===== config.mk =====
export PLATFORM = sky130hd
export DESIGN_NAME = train_sequencer_flat
export DESIGN_NICKNAME = d
export VERILOG_FILES = /design/src/rtl/nn_ctrl_pkg.sv /design/src/rtl/train_sequencer_if.sv /design/src/rtl/phase_timer.sv /design/src/rtl/train_sequencer.sv /design/src/flat_wrapper.sv
export SDC_FILE = /design/constraint.sdc
export NUM_CORES = 1
export LEC_CHECK = 0
export CAP_MARGIN = 20
export CORE_MARGIN = 3
export CORE_UTILIZATION = 30
export DETAILED_ROUTE_END_ITERATION = 8
export MAX_ROUTING_LAYER = met4
export PLACE_DENSITY = 0.53
export RECOVER_POWER = 25
export SKIP_CTS_REPAIR_TIMING = 1
export SYNTH_ARGS = -nofsm -noshare
export SYNTH_HDL_FRONTEND = slang
export SYNTH_SLANG_ARGS = --single-unit

===== constraint.sdc =====
create_clock -name clk_i -period 1.97 [get_ports clk_i]
set_input_delay 0.4925 -clock clk_i [delete_from_list [all_inputs] [get_ports clk_i]]
set_output_delay 0.4925 -clock clk_i [all_outputs]
set_load 0.02 [all_outputs]

===== src/rtl/nn_ctrl_pkg.sv =====
// Shared types and constants for the neuron training controller.
package nn_ctrl_pkg;

   typedef enum logic [2:0] {
      IDLE,
      FWD,
      CHECK,
      BP,
      CLEAR,
      DONE
   } state_e;

   localparam int ABS_W           = 8;
   localparam int DEFAULT_TOL     = 2;
   localparam int DEFAULT_TIMEOUT = 31;

   function automatic logic [ABS_W-1:0] abs_diff(input logic [ABS_W-1:0] a,
                                                 input logic [ABS_W-1:0] b);
      return (a >= b) ? (a - b) : (b - a);
   endfunction

endpackage


===== src/rtl/train_sequencer_if.sv =====
// Handshake between the training sequencer and the neuron/backprop datapath.
interface train_sequencer_if #(
   parameter int N_BP = 4
);
   logic [3:0]      target;
   logic [18:0]     final_val;
   logic            fwd_done;
   logic [N_BP-1:0] bp_done;
   logic            f0_pass;
   logic            f1_pass;
   logic            b_pass;
   logic            zero_loss;
   logic            zero_final;
   logic            zero_weight_update;

   modport master (
      input  target, final_val, fwd_done, bp_done,
      output f0_pass, f1_pass, b_pass, zero_loss, zero_final, zero_weight_update
   );

   modport slave (
      output target, final_val, fwd_done, bp_done,
      input  f0_pass, f1_pass, b_pass, zero_loss, zero_final, zero_weight_update
   );
endinterface


===== src/rtl/phase_timer.sv =====
// Saturating per-phase cycle counter; expired_o flags the TIMEOUT_CYC-th enabled cycle.
module phase_timer
   import nn_ctrl_pkg::*;
#(
   parameter int TIMEOUT_CYC = DEFAULT_TIMEOUT
) (
   input  logic clk_i,
   input  logic rst_i,
   input  logic clr_i,
   input  logic en_i,
   output logic expired_o
);
   localparam int             CW   = $clog2(TIMEOUT_CYC + 1);
   localparam logic [CW-1:0]  MAXV = CW'(TIMEOUT_CYC);
   localparam logic [CW-1:0]  LAST = CW'(TIMEOUT_CYC - 1);

   logic [CW-1:0] count_q, count_d;

   always_comb begin
      count_d = count_q;
      if (clr_i) begin
         count_d = '0;
      end else if (en_i && (count_q != MAXV)) begin
         count_d = count_q + 1'b1;
      end
   end

   always_ff @(posedge clk_i or negedge rst_i) begin
      if (!rst_i) begin
         count_q <= '0;
      end else begin
         count_q <= count_d;
      end
   end

   // count_q holds the cycles already spent, so the current cycle is count_q+1.
   assign expired_o = (count_q >= LAST);

endmodule


===== src/rtl/train_sequencer.sv =====
// Training controller: sequences each sample through FWD/CHECK/BP/CLEAR and
// tracks samples, epochs, consecutive hits and the stop reason.
module train_sequencer
   import nn_ctrl_pkg::*;
#(
   parameter int N_SAMPLES   = 4,
   parameter int MAX_EPOCHS  = 8,
   parameter int EPOCH_W     = 4,
   parameter int TOL         = DEFAULT_TOL,
   parameter int TIMEOUT_CYC = DEFAULT_TIMEOUT,
   parameter int N_BP        = 4,
   localparam int SW         = (N_SAMPLES > 1) ? $clog2(N_SAMPLES) : 1
) (
   input  logic               clk_i,
   input  logic               rst_i,
   input  logic               en_i,
   input  logic               start_i,
   input  logic               abort_i,
   train_sequencer_if.master  dp,
   output logic [SW-1:0]      sample_idx_o,
   output logic [EPOCH_W-1:0] epoch_o,
   output logic               busy_o,
   output logic               done_o,
   output logic               converged_o,
   output logic               timeout_o
);
   localparam int                 HW       = $clog2(N_SAMPLES + 1);
   localparam logic [HW-1:0]      HITS_ALL = HW'(N_SAMPLES);
   localparam logic [SW-1:0]      LAST_S   = SW'(N_SAMPLES - 1);
   localparam logic [EPOCH_W-1:0] MAX_E    = EPOCH_W'(MAX_EPOCHS);
   localparam logic [ABS_W-1:0]   TOL_V    = ABS_W'(TOL);

   state_e             state_q, state_d;
   logic [SW-1:0]      sample_q, sample_d;
   logic [EPOCH_W-1:0] epoch_q, epoch_d;
   logic [HW-1:0]      hits_q, hits_d;
   logic [N_BP-1:0]    mask_q, mask_d;
   logic               first_q, first_d;
   logic               converged_q, converged_d;
   logic               timeout_q, timeout_d;
   logic               f0_q, f0_d, f1_q, f1_d, b_q, b_d, zero_q, zero_d;
   logic               busy_q, busy_d, done_q, done_d;

   logic [ABS_W-1:0]   err;
   logic [N_BP-1:0]    mask_all;
   logic               in_phase, timer_clr, timer_en, timer_expired;
   logic               unused_final;

   assign unused_final = ^dp.final_val[18:ABS_W];

   phase_timer #(.TIMEOUT_CYC(TIMEOUT_CYC)) u_timer (
      .clk_i     (clk_i),
      .rst_i     (rst_i),
      .clr_i     (timer_clr),
      .en_i      (timer_en),
      .expired_o (timer_expired)
   );

   always_comb begin
      // NOTE: every _d takes its held value first so no branch can infer a latch.
      state_d     = state_q;
      sample_d    = sample_q;
      epoch_d     = epoch_q;
      hits_d      = hits_q;
      mask_d      = mask_q;
      first_d     = first_q;
      converged_d = converged_q;
      timeout_d   = timeout_q;
      zero_d      = 1'b0;
      timer_clr   = 1'b0;
      timer_en    = 1'b0;
      err         = abs_diff(dp.final_val[ABS_W-1:0], ABS_W'(dp.target));
      mask_all    = mask_q | dp.bp_done;
      in_phase    = (state_q == FWD) || (state_q == BP);

      if (abort_i) begin
         state_d     = IDLE;
         sample_d    = '0;
         epoch_d     = '0;
         hits_d      = '0;
         mask_d      = '0;
         first_d     = 1'b0;
         converged_d = 1'b0;
         timeout_d   = 1'b0;
         timer_clr   = 1'b1;
      end else if (en_i) begin
         timer_en  = in_phase;
         timer_clr = !in_phase;
         case (state_q)
            IDLE, DONE: begin
               if (start_i) begin
                  state_d     = FWD;
                  sample_d    = '0;
                  epoch_d     = '0;
                  hits_d      = '0;
                  first_d     = 1'b1;
                  converged_d = 1'b0;
                  timeout_d   = 1'b0;
               end
            end
            FWD: begin
               if (dp.fwd_done) begin
                  state_d = CHECK;
               end else if (timer_expired) begin
                  state_d   = DONE;
                  timeout_d = 1'b1;
               end
            end
            CHECK: begin
               hits_d = (err <= TOL_V) ? hits_q + 1'b1 : '0;
               if (hits_d == HITS_ALL) begin
                  state_d     = DONE;
                  converged_d = 1'b1;
               end else begin
                  state_d = BP;
               end
            end
            BP: begin
               // A unit finishing in the same cycle as the last straggler still counts.
               if (&mask_all) begin
                  state_d = CLEAR;
                  mask_d  = '0;
               end else if (timer_expired) begin
                  state_d   = DONE;
                  timeout_d = 1'b1;
                  mask_d    = '0;
               end else begin
                  mask_d = mask_all;
               end
            end
            CLEAR: begin
               first_d = 1'b0;
               state_d = FWD;
               if (sample_q == LAST_S) begin
                  sample_d = '0;
                  epoch_d  = epoch_q + 1'b1;
                  if (epoch_d == MAX_E) begin
                     state_d = DONE;
                  end
               end else begin
                  sample_d = sample_q + 1'b1;
               end
            end
            default: state_d = IDLE;
         endcase
         zero_d = (state_d == CLEAR);
      end

      // Moore outputs are decoded from the next state so they line up with it.
      f0_d   = (state_d == FWD) && first_d;
      f1_d   = (state_d == FWD) && !first_d;
      b_d    = (state_d == BP);
      busy_d = (state_d != IDLE) && (state_d != DONE);
      done_d = (state_d == DONE);
   end

   always_ff @(posedge clk_i or negedge rst_i) begin
      if (!rst_i) begin
         state_q     <= IDLE;
         sample_q    <= '0;
         epoch_q     <= '0;
         hits_q      <= '0;
         mask_q      <= '0;
         first_q     <= 1'b0;
         converged_q <= 1'b0;
         timeout_q   <= 1'b0;
         f0_q        <= 1'b0;
         f1_q        <= 1'b0;
         b_q         <= 1'b0;
         zero_q      <= 1'b0;
         busy_q      <= 1'b0;
         done_q      <= 1'b0;
      end else begin
         // NOTE: non-blocking here so every flop samples the pre-edge values.
         state_q     <= state_d;
         sample_q    <= sample_d;
         epoch_q     <= epoch_d;
         hits_q      <= hits_d;
         mask_q      <= mask_d;
         first_q     <= first_d;
         converged_q <= converged_d;
         timeout_q   <= timeout_d;
         f0_q        <= f0_d;
         f1_q        <= f1_d;
         b_q         <= b_d;
         zero_q      <= zero_d;
         busy_q      <= busy_d;
         done_q      <= done_d;
      end
   end

   assign dp.f0_pass            = f0_q;
   assign dp.f1_pass            = f1_q;
   assign dp.b_pass             = b_q;
   assign dp.zero_loss          = zero_q;
   assign dp.zero_final         = zero_q;
   assign dp.zero_weight_update = zero_q;
   assign sample_idx_o          = sample_q;
   assign epoch_o               = epoch_q;
   assign busy_o                = busy_q;
   assign done_o                = done_q;
   assign converged_o           = converged_q;
   assign timeout_o             = timeout_q;

endmodule


===== src/flat_wrapper.sv =====
// flat-port wrapper written by rule: the top's interface ports become plain ports
module train_sequencer_flat import nn_ctrl_pkg::*;
#(
   parameter int N_SAMPLES   = 4,
   parameter int MAX_EPOCHS  = 8,
   parameter int EPOCH_W     = 4,
   parameter int TOL         = DEFAULT_TOL,
   parameter int TIMEOUT_CYC = DEFAULT_TIMEOUT,
   parameter int N_BP        = 4,
   localparam int SW         = (N_SAMPLES > 1) ? $clog2(N_SAMPLES) : 1
)
  (clk_i, rst_i, en_i, start_i, abort_i, sample_idx_o, epoch_o, busy_o, done_o, converged_o, timeout_o, dp_target, dp_final_val, dp_fwd_done, dp_bp_done, dp_f0_pass, dp_f1_pass, dp_b_pass, dp_zero_loss, dp_zero_final, dp_zero_weight_update);
  train_sequencer_if #(.N_BP(N_BP)) dp_i ();
  input  logic clk_i;
  input  logic rst_i;
  input  logic en_i;
  input  logic start_i;
  input  logic abort_i;
  output logic [SW-1:0] sample_idx_o;
  output logic [EPOCH_W-1:0] epoch_o;
  output logic busy_o;
  output logic done_o;
  output logic converged_o;
  output logic timeout_o;
  input wire logic [$bits(dp_i.target)-1:0] dp_target;
  input wire logic [$bits(dp_i.final_val)-1:0] dp_final_val;
  input wire logic [$bits(dp_i.fwd_done)-1:0] dp_fwd_done;
  input wire logic [$bits(dp_i.bp_done)-1:0] dp_bp_done;
  output wire logic [$bits(dp_i.f0_pass)-1:0] dp_f0_pass;
  output wire logic [$bits(dp_i.f1_pass)-1:0] dp_f1_pass;
  output wire logic [$bits(dp_i.b_pass)-1:0] dp_b_pass;
  output wire logic [$bits(dp_i.zero_loss)-1:0] dp_zero_loss;
  output wire logic [$bits(dp_i.zero_final)-1:0] dp_zero_final;
  output wire logic [$bits(dp_i.zero_weight_update)-1:0] dp_zero_weight_update;
  assign dp_i.target = dp_target;
  assign dp_i.final_val = dp_final_val;
  assign dp_i.fwd_done = dp_fwd_done;
  assign dp_i.bp_done = dp_bp_done;
  assign dp_f0_pass = dp_i.f0_pass;
  assign dp_f1_pass = dp_i.f1_pass;
  assign dp_b_pass = dp_i.b_pass;
  assign dp_zero_loss = dp_i.zero_loss;
  assign dp_zero_final = dp_i.zero_final;
  assign dp_zero_weight_update = dp_i.zero_weight_update;
  train_sequencer #(.N_SAMPLES(N_SAMPLES), .MAX_EPOCHS(MAX_EPOCHS), .EPOCH_W(EPOCH_W), .TOL(TOL), .TIMEOUT_CYC(TIMEOUT_CYC), .N_BP(N_BP)) u_core (.clk_i(clk_i), .rst_i(rst_i), .en_i(en_i), .start_i(start_i), .abort_i(abort_i), .dp(dp_i), .sample_idx_o(sample_idx_o), .epoch_o(epoch_o), .busy_o(busy_o), .done_o(done_o), .converged_o(converged_o), .timeout_o(timeout_o));
endmodule

==> results of run 1 <==
[flip-flops by register name, indices dropped and copies added, names as in the netlist]
register / flops
u_core.sample_idx_o: 2
u_core.first_q: 1
u_core.hits_q: 3
u_core.epoch_o: 4
u_core.state_q: 3
u_core.dp.f0_pass: 1
u_core.converged_o: 1
u_core.timeout_o: 1
u_core.dp.b_pass: 1
u_core.dp.zero_final: 1
u_core.dp.f1_pass: 1
u_core.u_timer.count_q: 5
u_core.done_o: 1
u_core.mask_q: 4
u_core.busy_o: 1
[per-stage QoR]
step                      hold slack (ns)  instance area (um2)  TNS [ns]
final                              0.4945                 3476   -0.8608
after global routing               0.5304                 3476    -1.564
after CTS                          0.4971                 3243    -5.702
after detailed placement           0.4840                 3161    -9.555
after global placement             0.4679                 3161    -9.313
after floorplan                    0.1969                 2253    -1.942
[critical path: cells and delay by family]
kind                     cells  cell delay [ns]
AND/OR/NAND/NOR              3             0.53
adder cells (fa/ha/maj)      1             0.20
buffers and inverters        2             0.15
AO/OA/AOI/OAI                5             0.91
[logic make-up (layout without fill, tap and decap cells)]
family	after synthesis	after routing	synth area share, %
flops	30	30	34.54
buf+inv	30	132	5.757
fa+ha+maj	17	17	10.48
xor+xnor	4	4	1.612
compound gates	82	82	25.50
mux	2	2	0.9212
simple gates	96	96	21.19
[metal layers]
layer / vias to the layer above / share of wire [%] / global-route usage (%)
met1: 1039 / 45 / 19.45
li1: 1132 / - / -
met2: 52 / 50 / 23.48
met3: 13 / 3.6 / 3.065
met4: 0 / 1.5 / 4.648
met5: - / 0 / -
[Yosys cell counts (all sizes together) (3+ instances only)]
| cell type | number | area, um2 |
|---|---|---|
| buf | 6 | 35.03 |
| clkbuf | 4 | 15.01 |
| nor2b | 7 | 43.79 |
| inv | 20 | 75.07 |
| nand2 | 26 | 97.59 |
| o21ai | 23 | 122.6 |
| and2 | 3 | 18.77 |
| nand3 | 8 | 40.04 |
| a22oi | 3 | 22.52 |
| ha | 15 | 187.7 |
| a21oi | 26 | 130.1 |
| and3 | 5 | 31.28 |
| a21o | 3 | 22.52 |
| nor3 | 8 | 40.04 |
| nand2b | 4 | 25.02 |
| a211oi | 3 | 40.04 |
| dfrtp | 30 | 750.7 |
| o21a | 3 | 22.52 |
| nor2 | 28 | 107.6 |
[placed cells by master, fill, tap and decap left out, drive strengths merged, types with 2 or more instances in the layout]
cell,Yosys,layout
clkdlybuf4s50,0,22
a21oi,26,26
xor2,2,2
nand3,8,8
nor2,28,28
dfrtp,30,30
nor3,8,8
nand2b,4,4
a32o,2,2
o2111a,2,2
mux2i,2,2
buf,6,72
nor2b,7,7
a31oi,2,2
and3,5,5
clkbuf,4,12
a21o,3,3
xnor2,2,2
o21a,3,3
nor4,2,2
a22oi,3,3
inv,20,20
ha,15,15
o21ai,23,23
o22ai,2,2
nand2,26,26
o32a,2,2
and2,3,3
dlymetal6s2s,0,5
a31o,2,2
a211oi,3,3
o2111ai,2,2
fa,2,2
[power by group]
part	internal [W]	total, W	switching [W]
clock	0.000269	0.000496	0.000227
sequential	0.000627	0.000633	0.00000557
combinational	0.000238	0.000479	0.000241
[layout make-up]
type | count | area share [%]
clock buffers | 6 | 2.376
inverters | 20 | 2.736
multi-input cells | 201 | 44.35
flip-flops and latches | 30 | 21.60
well taps | 96 | 3.456
repair buffers | 106 | 25.49
[how the worst min path moves through the flow]
stage / from / to / slack (ns) / cells after the start
4_1_cts: u_core.hits_q[1] / u_core.hits_q[1] / 0.50 / 2
3_3_place_gp: u_core.hits_q[1] / u_core.hits_q[1] / 0.47 / 2
6_report: u_core.hits_q[1] / u_core.hits_q[1] / 0.49 / 2
3_5_place_dp: u_core.hits_q[1] / u_core.hits_q[1] / 0.48 / 2
2_1_floorplan: rst_i / u_core.busy_o / 0.20 / 0
5_1_grt: u_core.hits_q[1] / u_core.hits_q[1] / 0.53 / 2
==> impl_summary.md, run 1 <==
Route
The final routed wire length divided by cell count is 13.30 um. The number of detailed-routing iterations run before antenna repair is 4. The number of nets with antenna violations after detailed routing is 0. The DRC marker count from the first detailed-route iteration is ~120. The detailed-route DRC error count is 0.

After detailed routing, the number of vias per cell comes to approximately 5. For this block, the routed nets add up to 6106 um of wire. The total vias in the final route is ~2200.

Setup path
In this run the critical register-to-register path is captured at u_core.done_o. The critical path starts at dp_final_val[1]. The required arrival time at the worst endpoint is 2.14 ns.

In this run the register-to-register setup slack is -0.13 ns. The startpoint type of the worst setup path is a primary input. The number of cells traversed by the worst register-to-register path is 9.

The slowest stage of the critical path is the sky130_fd_sc_hd__or3_1 cell. Traced cell by cell, the critical path runs through buf_8 > inv_6 > ha_4 > nor2b_4 > o21ai_2 > nand2b_1 > or3_1 > a21o_1 > a211oi_4 > a31o_4 > o21ai_1. Data arrives at the worst endpoint at 2.28 ns. The endpoint of the most critical setup path is u_core.busy_o. The worst reg2reg path startpoint is u_core.u_timer.count_q[1]. The type of element capturing the critical path is a flop.

In this run the worst path has a maximum fanout of 4. The class of the most critical setup path is primary input to flop. For this run, the slowest stage of the critical path takes ~0.32 ns.

Cells and area
The final net count is ~410. In the final layout, the share of cells above drive strength 1 is a little under two fifths. Counting the fill cells in the layout gives 690. Excluding fillers, the count of instances in the completed layout stands at around 460. From synthesis to final layout, the design area changed by 59.93%. The multi-input combinational cells in the finished layout cover a total of around 1500 um2. In the final layout, flip-flops and latches occupy 750.7 um2. 0 antenna diodes ended up in the layout. The final core utilization is between 50% and 60%.

Place
The count of port buffers added during placement is 37. The final HPWL from detailed placement is around 4500 um. In this run, placement finished with an instance count of around 450. The congestion estimate from routability-driven global placement came to 0.8544. Prior to clock tree synthesis, the placed netlist has a worst setup slack of -0.9755 ns.

Clock network
Clock tree synthesis selected as its root buffer the cell sky130_fd_sc_hd__clkbuf_8. The clock transition at the register clock pins on the worst setup and hold paths after CTS is roughly 0.06 ns. Clock latency on the worst-skew pair, taken at its later pin, is between 0.2 and 0.3 ns. TritonCTS built the clock tree. The number of sinks driven by the clock tree is 30.

TritonCTS created 5 clock buffers. The clock tree synthesis step divided the H-tree into 2 levels. The worst-case clock buffer depth is 2.

Global routing
The total grt overflow is 0. The first-pass GRT wire length is about 10000 um. The number of antenna violations at the first check in global routing is 0. Entering global routing, the biggest net connects 31 pins. Across every metal layer, demand over resource in global routing totals between 10% and 20%. The via count of the first global-routing pass came to approximately 2100.

Synth
The number of different library cells used by synthesis comes to 50. The number of flops mapped to enable cells by yosys is 0. Counting flops and latches in the post-synthesis netlist gives 30. The total nets after synthesis is approximately 310. The synthesized area divided by synthesized cell count is roughly 8.3 um2. The sequential fraction of the synthesis area is around 35%. For this run, the number of Yosys warnings is 0. For this run, asynchronously set or reset flops after synthesis account for 100.0%. Among all flip-flop cells after synthesis, the most frequent one is sky130_fd_sc_hd__dfrtp_1. The count of mapped cells out of synthesis is 261. After synthesis the cells add up to 2173 um2.

Timing
Measured against its own limit, the worst slew margin works out to 46.98%. The max-slew violation count is 0. For the final database, setup skew stands at between 0.008 and 0.009 ns. The final-report hold violation count was 0. In the post-route analysis, the smallest setup slack over all paths is -0.1385 ns. The final period utilization is 107.0%. The highest achievable clock rate is 0.4743 GHz.

The shortest clock period the worst path allows after layout is 2.108 ns. Setup repair after global routing could not meet its margin everywhere. Setup violations remaining at the end of the flow were counted as 10. For the pin with the worst max-slew slack, the measured transition is ~0.8 ns.

Power
The power density over the cells is ~460 nW/um2. The design draws 0.001608 W. For this design the static power due to leakage is about 1.7 nW. IR analysis of the VDD net gives a maximum drop of around 0.26 mV.

Job
Across the run, the number of max-cap violations was 0.

Floorplan
The floorplan has 30 rows. The horizontal die dimension is 91.12 um. The area inside the core boundary is approximately 7000 um2.

The starting density of the core is 31.47%. The floorplan step defined a die boundary enclosing a little over 8000 um2. The number of ports placed on the die boundary is 49. The floorplan die height is 91.12 um.

Status
The checks that failed: negative setup slack. The flow ran to the end, but the final reports show violations.

Min path
The classification of the worst-slack hold path is flop to flop.
Power figures use the tool's default switching activity.
==> run 2: changes to the inputs <==
CAP_MARGIN = not set   (was 20)
PLACE_DENSITY = not set   (was 0.53)
clock period = 1.9 ns   (was 1.97 ns; I/O delays follow)
==> run 2 against run 1 <==
  * The flow still finishes with violations (negative setup slack)
  * Combinational power about the same
  * Largest power group unchanged
  * Final cell count decreased by 0.22%
  * Count of clock-buffer cells in the layout decreased by 1
  * Flip-flop and latch count unchanged
  * Worst hold slack got worse by 0.0043 ns
  * Clock power decreased by 4.0%
  * Critical path depth decreased by 2
  * Routed wire length decreased by 3.9%
==> impl_summary.md, run 2 (same netlist as run 1, synthesis figures left out) <==
Status
The flow ran to the end, but the final reports show violations. The final reports fail on negative setup slack.

Timing
Across all setup checks in the final design, the least slack found is -0.2833 ns. The normalized max-slew margin is 48.82%. Derived from the worst setup path, the maximum achievable clock frequency is approximately 0.46 GHz. The worst setup skew after layout is between 0.0015 and 0.002 ns. The final-report hold violation count is 0. After layout, the worst path uses 114.9% of the clock period.

Hold timing on the final database bottoms out at a slack of a little under 0.5 ns. The shortest clock period the worst path allows after layout is between 2 and 2.5 ns. The max-slew violation count is 0. The final setup violation count is 11. Setup repair after global routing could not meet its margin everywhere. The transition time at the pin with the least slew margin is 0.7677 ns.

Cells and area
The final standard cell count with taps included and fillers excluded is between 400 and 500. The flip-flop count of the largest register, all copies and words added is 5. Counting flops per register, the top entry is u_core.u_timer.count_q. The library cell used most frequently in the layout, excluding fill and tap cells, is sky130_fd_sc_hd__buf_4. The fraction of final layout cells with drive strength greater than 1 is roughly 34%. For this run, the post-layout net count is between 400 and 500. The final core utilization is 50.04%. The area growth from synthesis to layout is 59.01%.

The library cells used most frequently in the layout, excluding fill and tap cells, are sky130_fd_sc_hd__buf_4, sky130_fd_sc_hd__dfrtp_1, sky130_fd_sc_hd__nor2_1. The design area is between 3000 and 4000 um2. The number of antenna diodes in the final layout is 0.

After filler insertion, the fill cell instance count of the layout stands at roughly 690.

Floorplan
The area inside the core boundary is ~6900 um2. The floorplan die height is between 90 and 100 um. The number of ports placed on the die boundary is 49. Once the floorplan was initialized, standard cells occupied 31.47% of the core.

The die is a little over 90 um wide. The floorplan has 30 rows. The die area is slightly above 8000 um2.

Place
The final HPWL from detailed placement is 4476 um. Routability-driven placement finished with a final weighted congestion of around 0.94. The count of port buffers added during placement is 37. The post-placement cell count is 446. The total cell area at the placement stage is between 3000 and 4000 um2.

Min path
Counting instances, the worst hold path has a depth of 2. The worst hold path begins at u_core.hits_q[1]. The path with the worst hold slack has its endpoint at u_core.hits_q[1]. The worst hold path belongs to the class flop to flop.

Route
Once detail routing completed, the nets flagged for antenna violations numbered 0. After detailed routing, the total wire length is about 6000 um. The average vias per placed instance is ~4.9.

The pre-antenna-repair detailed-routing pass consisted of 4 iterations. The detailed-route DRC error count is 0. The total vias in the final route is 2267. In the final routed layout, each cell accounts on average for between 10 and 15 um.

In this run, the number of DRC markers left after iteration 0 of detailed routing was between 100 and 150.

Setup path
The startpoint identified for the worst register-to-register timing path is u_core.u_timer.count_q[1]. The largest driver fanout on the critical path is 4. The signal on the critical path passes through ha_4 > o2111a_2 > a22oi_2 > o32a_1 > nand2_1 > and4_1 > a31o_2 > a31o_4 > a211oi_2. The data arrival time of the worst path is approximately 2.4 ns. The worst register-to-register path has a setup slack of -0.28 ns. The startpoint type of the worst setup path is a flop. The delay contributed by the slowest stage of the critical path is ~0.41 ns. The number of cells on the worst reg-to-reg path is 9. For this design, the slowest cell found on the critical path is sky130_fd_sc_hd__dfrtp_1. The category of cells accounting for the largest share of critical-path delay is compound AO/OA/AOI/OAI gates. Counting both buffers and inverters, the worst setup path holds a total of 0.

The worst setup path is captured at a flop. For the worst setup path, the data required time is 2.08 ns. In this run the critical register-to-register path is captured at u_core.dp.b_pass. The class of the most critical setup path is flop to flop.

Clock network
The clock transition at the register clock pins on the worst setup and hold paths after CTS is 0.06 ns. The later-pin clock latency in the skew report is about 0.28 ns. The number of buffers created by CTS is 5.

The TritonCTS clock tree is built. The number of sinks driven by the clock tree is 30. The number of H-tree branching levels is 2. The tree is rooted in a sky130_fd_sc_hd__clkbuf_8. No sink is reached through more buffers than the 2 on the longest clock path.

Global routing
Global routing consumed, over all layers together, between 10% and 20% of the routing resources. The total grt overflow is 0. The largest net degree at the start of global routing is 31. The first-pass GRT wire length is between 9000 and 10000 um. The via count of the first global-routing pass is about 2200.

The number of antenna violations at the first check in global routing is 0.

Power
The power density over the cells is around 470 nW/um2. Total power for the finished layout comes to between 0.0015 and 0.002 W. For this design the static power due to leakage is roughly 1.7 nW. The peak supply drop is around 0.21 mV.

Job
The reported max-cap violation count is 0.
run 2: metrics by stage:
stage | setup TNS (ns) | setup slack (ns)
floorplan | -2.414 | -0.3570
global placement | -10.84 | -0.9993
detailed placement | -11.39 | -1.066
CTS | -6.681 | -0.7771
global route | -2.627 | -0.3880
finish | -1.747 | -0.2833
run 2: how the worst max path moves through the flow:
| stage | cells past startpoint | endpoint | from |
|---|---|---|---|
| 2_1_floorplan | 10 | u_core.done_o | dp_target[3] |
| 3_3_place_gp | 11 | u_core.done_o | dp_final_val[0] |
| 3_5_place_dp | 11 | u_core.dp.b_pass | dp_final_val[0] |
| 4_1_cts | 11 | u_core.dp.b_pass | dp_final_val[0] |
| 5_1_grt | 10 | u_core.dp.b_pass | u_core.u_timer.count_q[0] |
| 6_report | 9 | u_core.dp.b_pass | u_core.u_timer.count_q[1] |
run 2: layer usage:
layer	global-route usage (%)	routed length, um
met4	4.146	78
met1	17.90	2677
met5	-	0
met3	2.651	225
met2	23.73	2888
run 2: worst min-delay path, delay by kind of cell, from the launching register on:
kind               cells  cell delay (ns)
AOI/OAI and AO/OA      1             0.06
and+or+nand+nor        1             0.05
DFF                    1             0.34
run 2: area by class of cell:
cell class              count  area [um2]  area share [%]
clock inverters             2       10.01          0.2896
well taps                  96       120.1           3.476
clock buffers               5       68.82           1.991
flip-flops and latches     30       750.7           21.72
multi-input cells         201        1511           43.74
repair buffers            104       899.6           26.03
inverters                  20       95.09           2.752
run 2: power breakdown:
| part | total (W) | internal (W) | switching, W |
|---|---|---|---|
| Clock | 0.000476 | 0.000245 | 0.000231 |
| Combinational | 0.000482 | 0.000239 | 0.000242 |
| Sequential | 0.000656 | 0.000650 | 0.00000554 |
==> run 3: changes to the inputs <==
CTS_BUF_LIST = sky130_fd_sc_hd__clkbuf_16   (was not set)
MAX_ROUTING_LAYER = not set   (was met4)
==> run 3 against run 2 <==
  * The run still ends with negative setup slack left
  * Flip-flop and latch count stayed put
  * Clock skew is 0.00091 ns higher
  * Via count is 0.79% lower
  * Design area is 2.9% higher
  * First-iteration DRC count is 42% lower
  * Die area stayed put
  * Critical path type is now primary input to flop
  * Largest power group is now clock
==> impl_summary.md, run 3 (same netlist as run 1, synthesis figures left out) <==
Timing
The worst hold slack is around 0.51 ns. In the final timing run, aggregate negative setup slack is -1.866 ns. Between clock sinks in the finished design, the worst skew comes to between 0.002 and 0.003 ns. At the pin with the least slew margin, the transition time is 0.7667 ns. The routed design could run at a clock period as short as ~2.1 ns.

The worst-case setup margin in the final layout is -0.2477 ns. The max-slew violation count was 0. The final period utilization is 113.0%. The highest achievable clock rate is roughly 0.47 GHz. Setup violations remaining at the end of the flow were counted as 10. The final-report hold violation count was 0. Setup repair after global routing could not meet its margin everywhere.

The normalized max-slew margin is between 40% and 50%.

Clock network
No sink is reached through more buffers than the 2 on the longest clock path. The tree is rooted in a sky130_fd_sc_hd__clkbuf_16. The number of sinks driven by the clock tree is 30.

The number of H-tree branching levels is 2. The TritonCTS clock tree is built. At the later pin of the worst-skew pair, clock insertion delay measures about 0.27 ns. In this run, CTS created clock tree buffers numbering 5.

Clock-pin slew was measured on the worst setup and hold paths at roughly 0.050 ns.

Cells and area
In the final layout, the share of cells above drive strength 1 is 37.53%. The flip-flop count of the largest register, all copies and words added is 5. For this run, the post-layout net count is just over 400. The area added between synthesis and finish is 63.56%.

The library cells used most frequently in the layout, excluding fill and tap cells, are sky130_fd_sc_hd__buf_4, sky130_fd_sc_hd__dfrtp_1, sky130_fd_sc_hd__nor2_1. The register ranked first by flip-flop count is u_core.u_timer.count_q. The leading cell type in the layout, fill and taps excluded is sky130_fd_sc_hd__buf_4.

The total area of multi-input combinational cells is around 1500 um2. The count of inserted antenna diode cells is 0. The area used by sequential logic in the layout is around 750 um2. The layout has 671 filler cells.

Setup path
The startpoint identified for the worst register-to-register timing path is u_core.u_timer.count_q[1]. The type of element capturing the critical path is a flop. The startpoint of the most critical setup path is dp_target[1]. The required arrival time at the worst endpoint is around 2.1 ns. The data arrival time of the worst path is approximately 2.4 ns. The endpoint of the most critical setup path is u_core.done_o.

The critical path in this run is classified as primary input to flop. The register-to-register setup slack is -0.22 ns. The worst register-to-register path ends at u_core.done_o. The startpoint type of the worst setup path is a primary input. The number of cells traversed by the worst register-to-register path is 9. Of all nets on the critical path, the largest fanout is 4.

Global routing
The first-pass GRT wire length is approximately 9600 um. Summed over all layers, the global routing overflow is 0. Global routing consumed, over all layers together, between 10% and 20% of the routing resources. Entering global routing, the biggest net connects 31 pins. The via count of the first global-routing pass is between 2000 and 2500. The number of antenna violations at the first check in global routing was 0.

Power
Summed over all cells, the static leakage comes to 1.745 nW. The peak supply drop is between 0.3 and 0.4 mV. Dividing total power by cell area gives a power density of between 500 and 600 nW/um2.

The overall power after layout is roughly 0.0019 W.

Status
The final reports fail on negative setup slack. The flow ran to the end, but the final reports show violations.

Floorplan
The die area is between 8000 and 9000 um2. The initial utilization of the core area, before any placement, comes to between 30% and 40%. The floorplan die height is about 91 um. The area inside the core boundary is a little under 7000 um2. The die is approximately 91 um wide.

The floorplan has 30 rows. The number of ports placed on the die boundary is a little under 50.

Route
The detailed router finished its first iteration with between 60 and 70 violations. Dividing the detail-routed wire length by the instance count gives between 10 and 15 um. Summed over all nets, wire length on met3 after detailed routing comes to between 200 and 300 um. The routed wire length is 5983 um.

The total vias in the final route is between 2000 and 2500. The number of nets with antenna violations after detailed routing is 0. The detailed-route DRC error count is 0.

The first detailed-routing pass took 4 iterations. The detailed-route wire length on metal 1 is 2653 um. The routed design uses 3016 um of met2 wire. The detailed router used layers up to and including met4. Dividing the detail-routed via count by the number of cells gives 4.879.

Job
The reported max-cap violation count is 0.

Min path
The classification of the worst-slack hold path is flop to flop.

Place
The congestion estimate from routability-driven global placement came to 0.9157. Summed over all nets, the half-perimeter wirelength after detailed placement is between 4000 and 5000 um. The count of port buffers added during placement is 37.
[run 3: cell count changes in the layout (fill, tap and decap cells not counted), sizes merged]
cell           change
dlymetal6s2s       +3
clkdlybuf4s50      -3
buf                +2
clkinvlp           +1
[run 3: per-stage QoR]
| step | cell area, um2 | setup slack (ns) | instances | util [%] |
|---|---|---|---|---|
| after global placement | 3168 | -1.003 | 448 | 45.87 |
| after CTS | 3309 | -0.7595 | 456 | 47.92 |
| after floorplan | 2253 | -0.3570 | 261 | - |
| after global routing | 3555 | -0.3405 | 461 | 51.47 |
| after detailed placement | 3168 | -1.037 | 448 | 45.87 |
| final | 3555 | -0.2477 | 461 | 51.47 |
[run 3: worst min path at each step]
stage | end | cells past startpoint | from | slack (ns)
6_report | u_core.hits_q[2] | 2 | u_core.hits_q[2] | 0.51
5_1_grt | u_core.mask_q[3] | 3 | dp_bp_done[3] | 0.53
4_1_cts | u_core.mask_q[3] | 2 | u_core.mask_q[3] | 0.50
3_5_place_dp | u_core.mask_q[3] | 2 | u_core.mask_q[3] | 0.49
3_3_place_gp | u_core.hits_q[1] | 2 | u_core.hits_q[1] | 0.47
2_1_floorplan | u_core.busy_o | 0 | rst_i | 0.18
[run 3: cell type report]
cell class	count	area share, %
timing repair buffer	106	25.62
inverter	20	2.605
sequential	30	21.12
multi-input combinational	201	43.29
clock inverter	3	0.4576
clock buffer	5	3.520
tap	96	3.379
[run 3: where the power goes]
part | switching [W] | leakage, nW | internal, W
Combinational | 0.000247 | 1.26 | 0.000240
Clock | 0.000275 | 0.0672 | 0.000477
Sequential | 0.00000595 | 0.415 | 0.000651
[run 3: routing by layer]
layer  vias to the layer above  GRT usage [%]
li1                       1135              -
met3                         6          3.148
met2                        42          23.11
met5                         -              0
met4                         0          3.643
met1                      1066          17.68
[run 3: worst max-delay path, cell delays in order]
cell and delay (ns):
sky130_fd_sc_hd__buf_4 0.13, sky130_fd_sc_hd__ha_4 0.24, sky130_fd_sc_hd__nor2b_4 0.12, sky130_fd_sc_hd__o21ai_2 0.11, sky130_fd_sc_hd__nand2b_1 0.09, sky130_fd_sc_hd__or3_1 0.31, sky130_fd_sc_hd__a21o_1 0.19, sky130_fd_sc_hd__a211oi_4 0.33
sky130_fd_sc_hd__a31o_4 0.24, sky130_fd_sc_hd__and2_4 0.13
